[config.mk]
export PLATFORM = sky130hd
export DESIGN_NAME = fp32_block_accumulator
export DESIGN_NICKNAME = d
export VERILOG_FILES = /design/src/rtl/fp32_pkg.sv /design/src/rtl/fp32_adder.sv /design/src/rtl/fp32_block_accumulator.sv
export SDC_FILE = /design/constraint.sdc
export NUM_CORES = 2
export LEC_CHECK = 0
export ABC_CLOCK_PERIOD_IN_PS = 38500
export CORE_MARGIN = 2
export CORE_UTILIZATION = 45
export DETAILED_ROUTE_END_ITERATION = 12
export HOLD_SLACK_MARGIN = 0.05
export PLACE_DENSITY = 0.71
export SLEW_MARGIN = 20
export SYNTH_ARGS = -nofsm -noshare
export SYNTH_HDL_FRONTEND = slang
export SYNTH_SLANG_ARGS = --single-unit
[constraint.sdc]
create_clock -name clk -period 38.5 [get_ports clk]
set_clock_uncertainty 0.1 [all_clocks]
set_input_delay 3.85 -clock clk [delete_from_list [all_inputs] [get_ports clk]]
set_output_delay 3.85 -clock clk [all_outputs]
set_load 0.05 [all_outputs]
[src/rtl/fp32_pkg.sv]
// Shared fp32 field widths, special encodings and accumulator FSM states
// for the 2x2 block accumulator datapath.
package fp32_pkg;

  localparam int FP32_EXP_W = 8;
  localparam int FP32_MAN_W = 23;
  localparam int FP32_BIAS  = 127;
  localparam int FP32_EMAX  = 2 * FP32_BIAS + 1;

  localparam logic [31:0] FP32_ZERO = 32'h0000_0000;
  localparam logic [31:0] FP32_QNAN = 32'h7FC0_0000;
  localparam logic [31:0] FP32_PINF = 32'h7F80_0000;

  localparam int NUM_LANES = 4;

  typedef enum logic [1:0] {
    IDLE  = 2'd0,
    SETUP = 2'd1,
    ADD   = 2'd2
  } acc_state_e;

endpackage

[src/rtl/fp32_adder.sv]
// fp32 adder (RNE, flush-to-zero, canonical NaN). The sum is captured on
// launch and ready pulses ADD_LATENCY cycles later.
module fp32_adder
  import fp32_pkg::*;
#(
  parameter int ADD_LATENCY = 4
) (
  input  logic        clk,
  input  logic        reset,
  input  logic        launch,
  input  logic [31:0] a,
  input  logic [31:0] b,
  output logic [31:0] result,
  output logic        ready
);

  function automatic logic [7:0] expf(input logic [31:0] v);
    return v[FP32_MAN_W +: FP32_EXP_W];
  endfunction

  logic [31:0]       fa, fb, x, y, sum_c;
  logic              a_nan, b_nan, a_inf, b_inf, a_zero, b_zero;
  logic [7:0]        d;
  logic [26:0]       mx, my, my_al, dif, norm;
  logic [53:0]       sh;
  logic [27:0]       tot;
  logic [4:0]        lz;
  logic signed [9:0] e_r;
  logic [30:0]       rnd_r;
  logic              rnd;

  always_comb begin
    fa     = (expf(a) == 8'd0) ? FP32_ZERO : a;
    fb     = (expf(b) == 8'd0) ? FP32_ZERO : b;
    a_nan  = (&expf(fa)) &&  (|fa[22:0]);
    b_nan  = (&expf(fb)) &&  (|fb[22:0]);
    a_inf  = (&expf(fa)) && ~(|fa[22:0]);
    b_inf  = (&expf(fb)) && ~(|fb[22:0]);
    a_zero = (fa[30:0] == 31'd0);
    b_zero = (fb[30:0] == 31'd0);

    // x carries the larger magnitude, so the subtract path never goes negative
    if (fb[30:0] > fa[30:0]) begin
      x = fb;
      y = fa;
    end else begin
      x = fa;
      y = fb;
    end
    d  = expf(x) - expf(y);
    mx = {1'b1, x[22:0], 3'b000};
    my = {1'b1, y[22:0], 3'b000};
    sh = {my, 27'd0} >> d;
    my_al = (d >= 8'd27) ? 27'd1 : {sh[53:28], sh[27] | (|sh[26:0])};

    if (x[31] == y[31]) tot = {1'b0, mx} + {1'b0, my_al};
    else                tot = {1'b0, mx - my_al};
    dif = tot[26:0];

    lz = 5'd0;
    for (int i = 0; i < 27; i++)
      if (dif[i]) lz = 5'(26 - i);

    if (tot[27]) begin
      norm = {tot[27:2], tot[1] | tot[0]};
      e_r  = $signed({2'b00, expf(x)}) + 10'sd1;
    end else begin
      norm = dif << lz;
      e_r  = $signed({2'b00, expf(x)}) - $signed({5'b00000, lz});
    end

    // Rounding carry ripples into the exponent field, so 254 -> 255 yields inf
    rnd   = norm[2] & (norm[1] | norm[0] | norm[3]);
    rnd_r = {e_r[7:0], norm[25:3]} + {30'd0, rnd};

    sum_c = {x[31], rnd_r};
    if (a_nan || b_nan || (a_inf && b_inf && (fa[31] != fb[31])))
      sum_c = FP32_QNAN;
    else if (a_inf)            sum_c = fa;
    else if (b_inf)            sum_c = fb;
    else if (a_zero)           sum_c = fb;
    else if (b_zero)           sum_c = fa;
    else if (!norm[26])        sum_c = FP32_ZERO;
    else if (int'(e_r) >= FP32_EMAX) sum_c = {x[31], FP32_PINF[30:0]};
    else if (int'(e_r) <= 0)   sum_c = FP32_ZERO;
  end

  logic [ADD_LATENCY:1] vld_q;
  logic [ADD_LATENCY:0] vld_pipe;
  logic [31:0]          res_q;

  assign vld_pipe = {vld_q, launch};

  // A fresh launch flushes any older token still in flight
  always_ff @(posedge clk or negedge reset) begin
    if (!reset) begin
      vld_q <= '0;
      res_q <= FP32_ZERO;
    end else begin
      vld_q <= launch ? ADD_LATENCY'(1) : vld_pipe[ADD_LATENCY-1:0];
      if (launch) res_q <= sum_c;
    end
  end

  assign result = res_q;
  assign ready  = vld_pipe[ADD_LATENCY];

endmodule

[src/rtl/fp32_block_accumulator.sv]
// 2x2 fp32 block accumulator: acc_ij <= acc_ij + i_aij per start, four lockstep adders.
// Optional ACC_SYNC_CLEAR_EN adds a synchronous active-high clear port.
module fp32_block_accumulator
  import fp32_pkg::*;
#(
  parameter int ADD_LATENCY = 4
) (
  input  logic        clk,
  input  logic        reset,
  input  logic        start,
`ifdef ACC_SYNC_CLEAR_EN
  input  logic        clear,
`endif
  input  logic [31:0] i_a11,
  input  logic [31:0] i_a12,
  input  logic [31:0] i_a21,
  input  logic [31:0] i_a22,
  output logic [31:0] o_a11,
  output logic [31:0] o_a12,
  output logic [31:0] o_a21,
  output logic [31:0] o_a22,
  output logic        done
);

  acc_state_e                        state_q;
  logic [NUM_LANES-1:0][31:0]        acc_q, op_q, sum;
  logic [NUM_LANES-1:0]              rdy;
  logic                              launch_q, done_q, add_rdy;

  for (genvar n = 0; n < NUM_LANES; n++) begin : g_lane
    fp32_adder #(.ADD_LATENCY(ADD_LATENCY)) u_add (
      .clk    (clk),
      .reset  (reset),
      .launch (launch_q),
      .a      (acc_q[n]),
      .b      (op_q[n]),
      .result (sum[n]),
      .ready  (rdy[n])
    );
  end

  // Ignore ready while launching so a token orphaned by clear cannot retire early
  assign add_rdy = (&rdy) && !launch_q;

  always_ff @(posedge clk or negedge reset) begin
    if (!reset) begin
      state_q  <= IDLE;
      acc_q    <= '0;
      op_q     <= '0;
      launch_q <= 1'b0;
      done_q   <= 1'b0;
    end else begin
`ifdef ACC_SYNC_CLEAR_EN
      if (clear) begin
        state_q  <= IDLE;
        acc_q    <= '0;
        op_q     <= '0;
        launch_q <= 1'b0;
        done_q   <= 1'b0;
      end else
`endif
      begin
        launch_q <= 1'b0;
        done_q   <= 1'b0;
        case (state_q)
          IDLE: if (start) begin
            op_q    <= {i_a22, i_a21, i_a12, i_a11};
            state_q <= SETUP;
          end
          SETUP: begin
            launch_q <= 1'b1;
            state_q  <= ADD;
          end
          ADD: if (add_rdy) begin
            acc_q   <= sum;
            done_q  <= 1'b1;
            state_q <= IDLE;
          end
          default: state_q <= IDLE;
        endcase
      end
    end
  end

  assign o_a11 = acc_q[0];
  assign o_a12 = acc_q[1];
  assign o_a21 = acc_q[2];
  assign o_a22 = acc_q[3];
  assign done  = done_q;

endmodule

==> impl_results.md <==
- Status: completed
- Hold depth: 1
- Hold crit path type: flip-flop to flip-flop
- Slew Viols, Final: 0
- Final period util: 48.29%
- Worst EP required: about 39 ns
- CORE AREA: about 140000 µm²
- Post-synth EDFFs: 0
- Post-synthesis async set-or-reset flop share: between 90% and 100%
- IO Count: 260
- Routed wire length: 317600 µm
- Fmax: 0.05379 GHz
- Post-synth cell types: 159
- Die ar.: ~150000 µm²
- Synth top cells by count: nand2_1 (921), nor2_1 (706), o21ai_0 (625), a21oi_1 (617), clkbuf_1 (455)
- CTS tree: built
- Placer Congestion: between 1 and 1.5
- Drt first pass iters: 7
- Final setup violation count: 0
- Post-detail-place hpwl: 247500 µm
- Initial core utilization: approximately 45%
- Worst reg2reg startpoint: op_q[88]$_DFFE_PN0P_
- Yosys reg bits: 392
- Via count: 75380
- PortBufs: 259
- Clock latency at the later pin of the worst-skew pair: approximately 0.65 ns
- Reg2reg path depth: 60
- Post-CTS Setup Inserts: 0
- Hold Violations, Final: 0
- CP max stage cell: xnor2_2
- HP Start: g_lane[3].u_add.vld_q[2]$_DFF_PN0_
- WS Path Type: flip-flop to flip-flop
- Layout area overhead: 8.885%
- Share of cells above drive strength 1: between 10% and 20%
- First-pass GRT wire length: between 400000 and 500000 µm
- Relative slew slack: around 18%
- Largest net degree at the start of global routing: approximately 150
- Most frequent cell after synthesis: nand2_1
- Final min period: 18.59 ns
- CTS buffer count: 50
- Max FO, Critical Path: between 70 and 80
- CP max stage delay: between 0.8 and 0.9 ns
- CP Launch Point: op_q[88]$_DFFE_PN0P_
- DR iter-0 viols: 10100
- Clock Sinks: 392
- Clock Path Buffers: 3
- Max cap viols: 0
- Avg Cell Area, Syn: 7.244 µm²
- Die H: around 380 µm
- CTS root buf: clkbuf_16
- RSZ-0062 raised after global routing: false
- Syn Nets: 9324
- Initial antenna violation count: 7
- Reg2reg end: g_lane[2].u_add.result[30]$_DFFE_PN0P_
- Crit-path most repeated cell: a21oi_1
- Vias per inst: around 7.1
- Hold buffer count at cts: 0
- Top cell type's share of synthesized area: between 10% and 20%
- Arrival @ worst endpoint: 19.04 ns
- Crit path to: g_lane[2].u_add.result[30]$_DFFE_PN0P_
- Critical Path Sink Type: flip-flop
- CP delay by family, top: compound AO/OA/AOI/OAI gates
- Worst-Margin Slew: 1.224 ns
- Reg clk slew, reported paths: approximately 0.06 ns
- GRT Util Overall: roughly two fifths
- Gate Count Post-Synth: 8869
- CP Buf/Inv Count: 4
- Vias in the first global route: roughly 71000
- DRT antenna net count: 0
- Critical Path Stages: 60
- Top_reg_cell synth: dfrtp_1
- Register area share after synthesis: around 15%
- PostCTS Resize Cnt: 0
- DRC Markers: 0
- Die Width: 381.8 µm
- Synth warnings: 0
- Leading area contributor after synthesis: dfrtp_1
- Crit path launch type: flip-flop
- Post-layout nets: a little over 9000
- Htree depth: 2
- Setup TNS: 0 ns
- Drt wl/cell: 29.79 µm
- Area contributors post-synth: dfrtp_1 (15%), ha_1 (6.2%), nand2_1 (5.4%)
- Post-Syn Area: around 64000 µm²
- Total gr overflow: 0
- Flop-to-flop setup slack: between 15 and 20 ns
- # rows: 138
[stage by stage]
| stage | hold WS [ns] | instance area, µm² | util (%) | cells | setup WS, ns |
|---|---|---|---|---|---|
| 2_1_floorplan | 0.2662 | 64240 | - | 8869 | 23.59 |
| 3_3_place_gp | 0.3499 | 68070 | 48.08 | 10570 | 20.82 |
| 3_5_place_dp | 0.3520 | 68080 | 48.09 | 10570 | 20.54 |
| 4_1_cts | 0.3692 | 69930 | 49.39 | 10660 | 20.49 |
| 5_1_grt | 0.3800 | 69940 | 49.40 | 10660 | 18.54 |
| 6_report | 0.3680 | 69950 | 49.41 | 10660 | 19.91 |
[cell families (layout without fill, tap and decap cells)]
group | Yosys count | count (layout) | share of synthesized area [%]
mux | 568 | 568 | 10.22
fa+ha+maj | 339 | 339 | 6.639
simple gates | 3275 | 3275 | 25.55
other cells | 0 | 3 | 0
compound gates | 3020 | 3020 | 32.41
buf+inv | 1033 | 932 | 6.585
xor+xnor | 242 | 242 | 3.323
flops | 392 | 392 | 15.27
[final cells by class]
class / instances / area [µm²]
clock inverters: 29 / 392.9
flip-flops and latches: 392 / 9811
well taps: 1890 / 2365
multi-input cells: 7444 / 50500
diodes: 3 / 7.507
inverters: 417 / 1572
fillers: 14200 / 71640
clock buffers: 64 / 1458
repair buffers: 422 / 3846
[layer usage]
layer	wire length [µm]	part of all wire, %	up-vias	GRT usage (%)
li1	-	-	33220	-
met1	128200	40	36450	54.38
met2	135500	43	4709	63.04
met3	34360	11	996	9.801
met4	19470	6.1	6	21.07
met5	40	0.013	-	0
[worst register-to-register path, delay by kind of cell (launching register included)]
| kind | cells | cell delay [ns] |
|---|---|---|
| AOI/OAI and AO/OA | 32 | 6.68 |
| xor gates and xnor gates | 2 | 0.97 |
| adders and majority gates | 4 | 1.46 |
| buffers and inverters | 4 | 2.09 |
| DFF | 1 | 0.51 |
| and+or+nand+nor | 18 | 6.65 |
[registers in the layout, summed over array words and instances, names as in the netlist]
| signal | cells |
|---|---|
| state_q | 2 |
| g_lane.u_add.result | 128 |
| done | 1 |
| launch_q | 1 |
| o_a21 | 32 |
| op_q | 128 |
| o_a12 | 32 |
| g_lane.u_add.vld_q | 4 |
| o_a22 | 32 |
| o_a11 | 32 |
[how the worst min path moves through the flow]
stage / end
after floorplan: g_lane[3].u_add.vld_q[1]$_DFF_PN0_
after global placement: g_lane[3].u_add.vld_q[2]$_DFF_PN0_
after detailed placement: g_lane[3].u_add.vld_q[3]$_DFF_PN0_
after CTS: g_lane[0].u_add.vld_q[4]$_DFF_PN0_
after global routing: g_lane[0].u_add.vld_q[4]$_DFF_PN0_
final: g_lane[3].u_add.vld_q[3]$_DFF_PN0_
[placed cells by master, fill, tap and decap left out, types with 96 or more instances in the layout]
cell,count
a211oi_1,127
a21o_1,129
a21oi_1,616
a31oi_1,152
and2_1,119
buf_4,161
clkdlybuf4s50_1,258
dfrtp_1,391
ha_1,313
inv_1,397
mux2_2,293
mux2i_1,229
nand2_1,920
nand3_1,319
nand4_1,125
nor2_1,700
nor3_1,298
nor4_1,109
o211ai_1,130
o21ai_0,619
o22ai_1,96
or3_1,116
xnor2_1,151
Power is not shown: default switching activity piles up to over one toggle a cycle in this logic, so the estimate is an artifact.
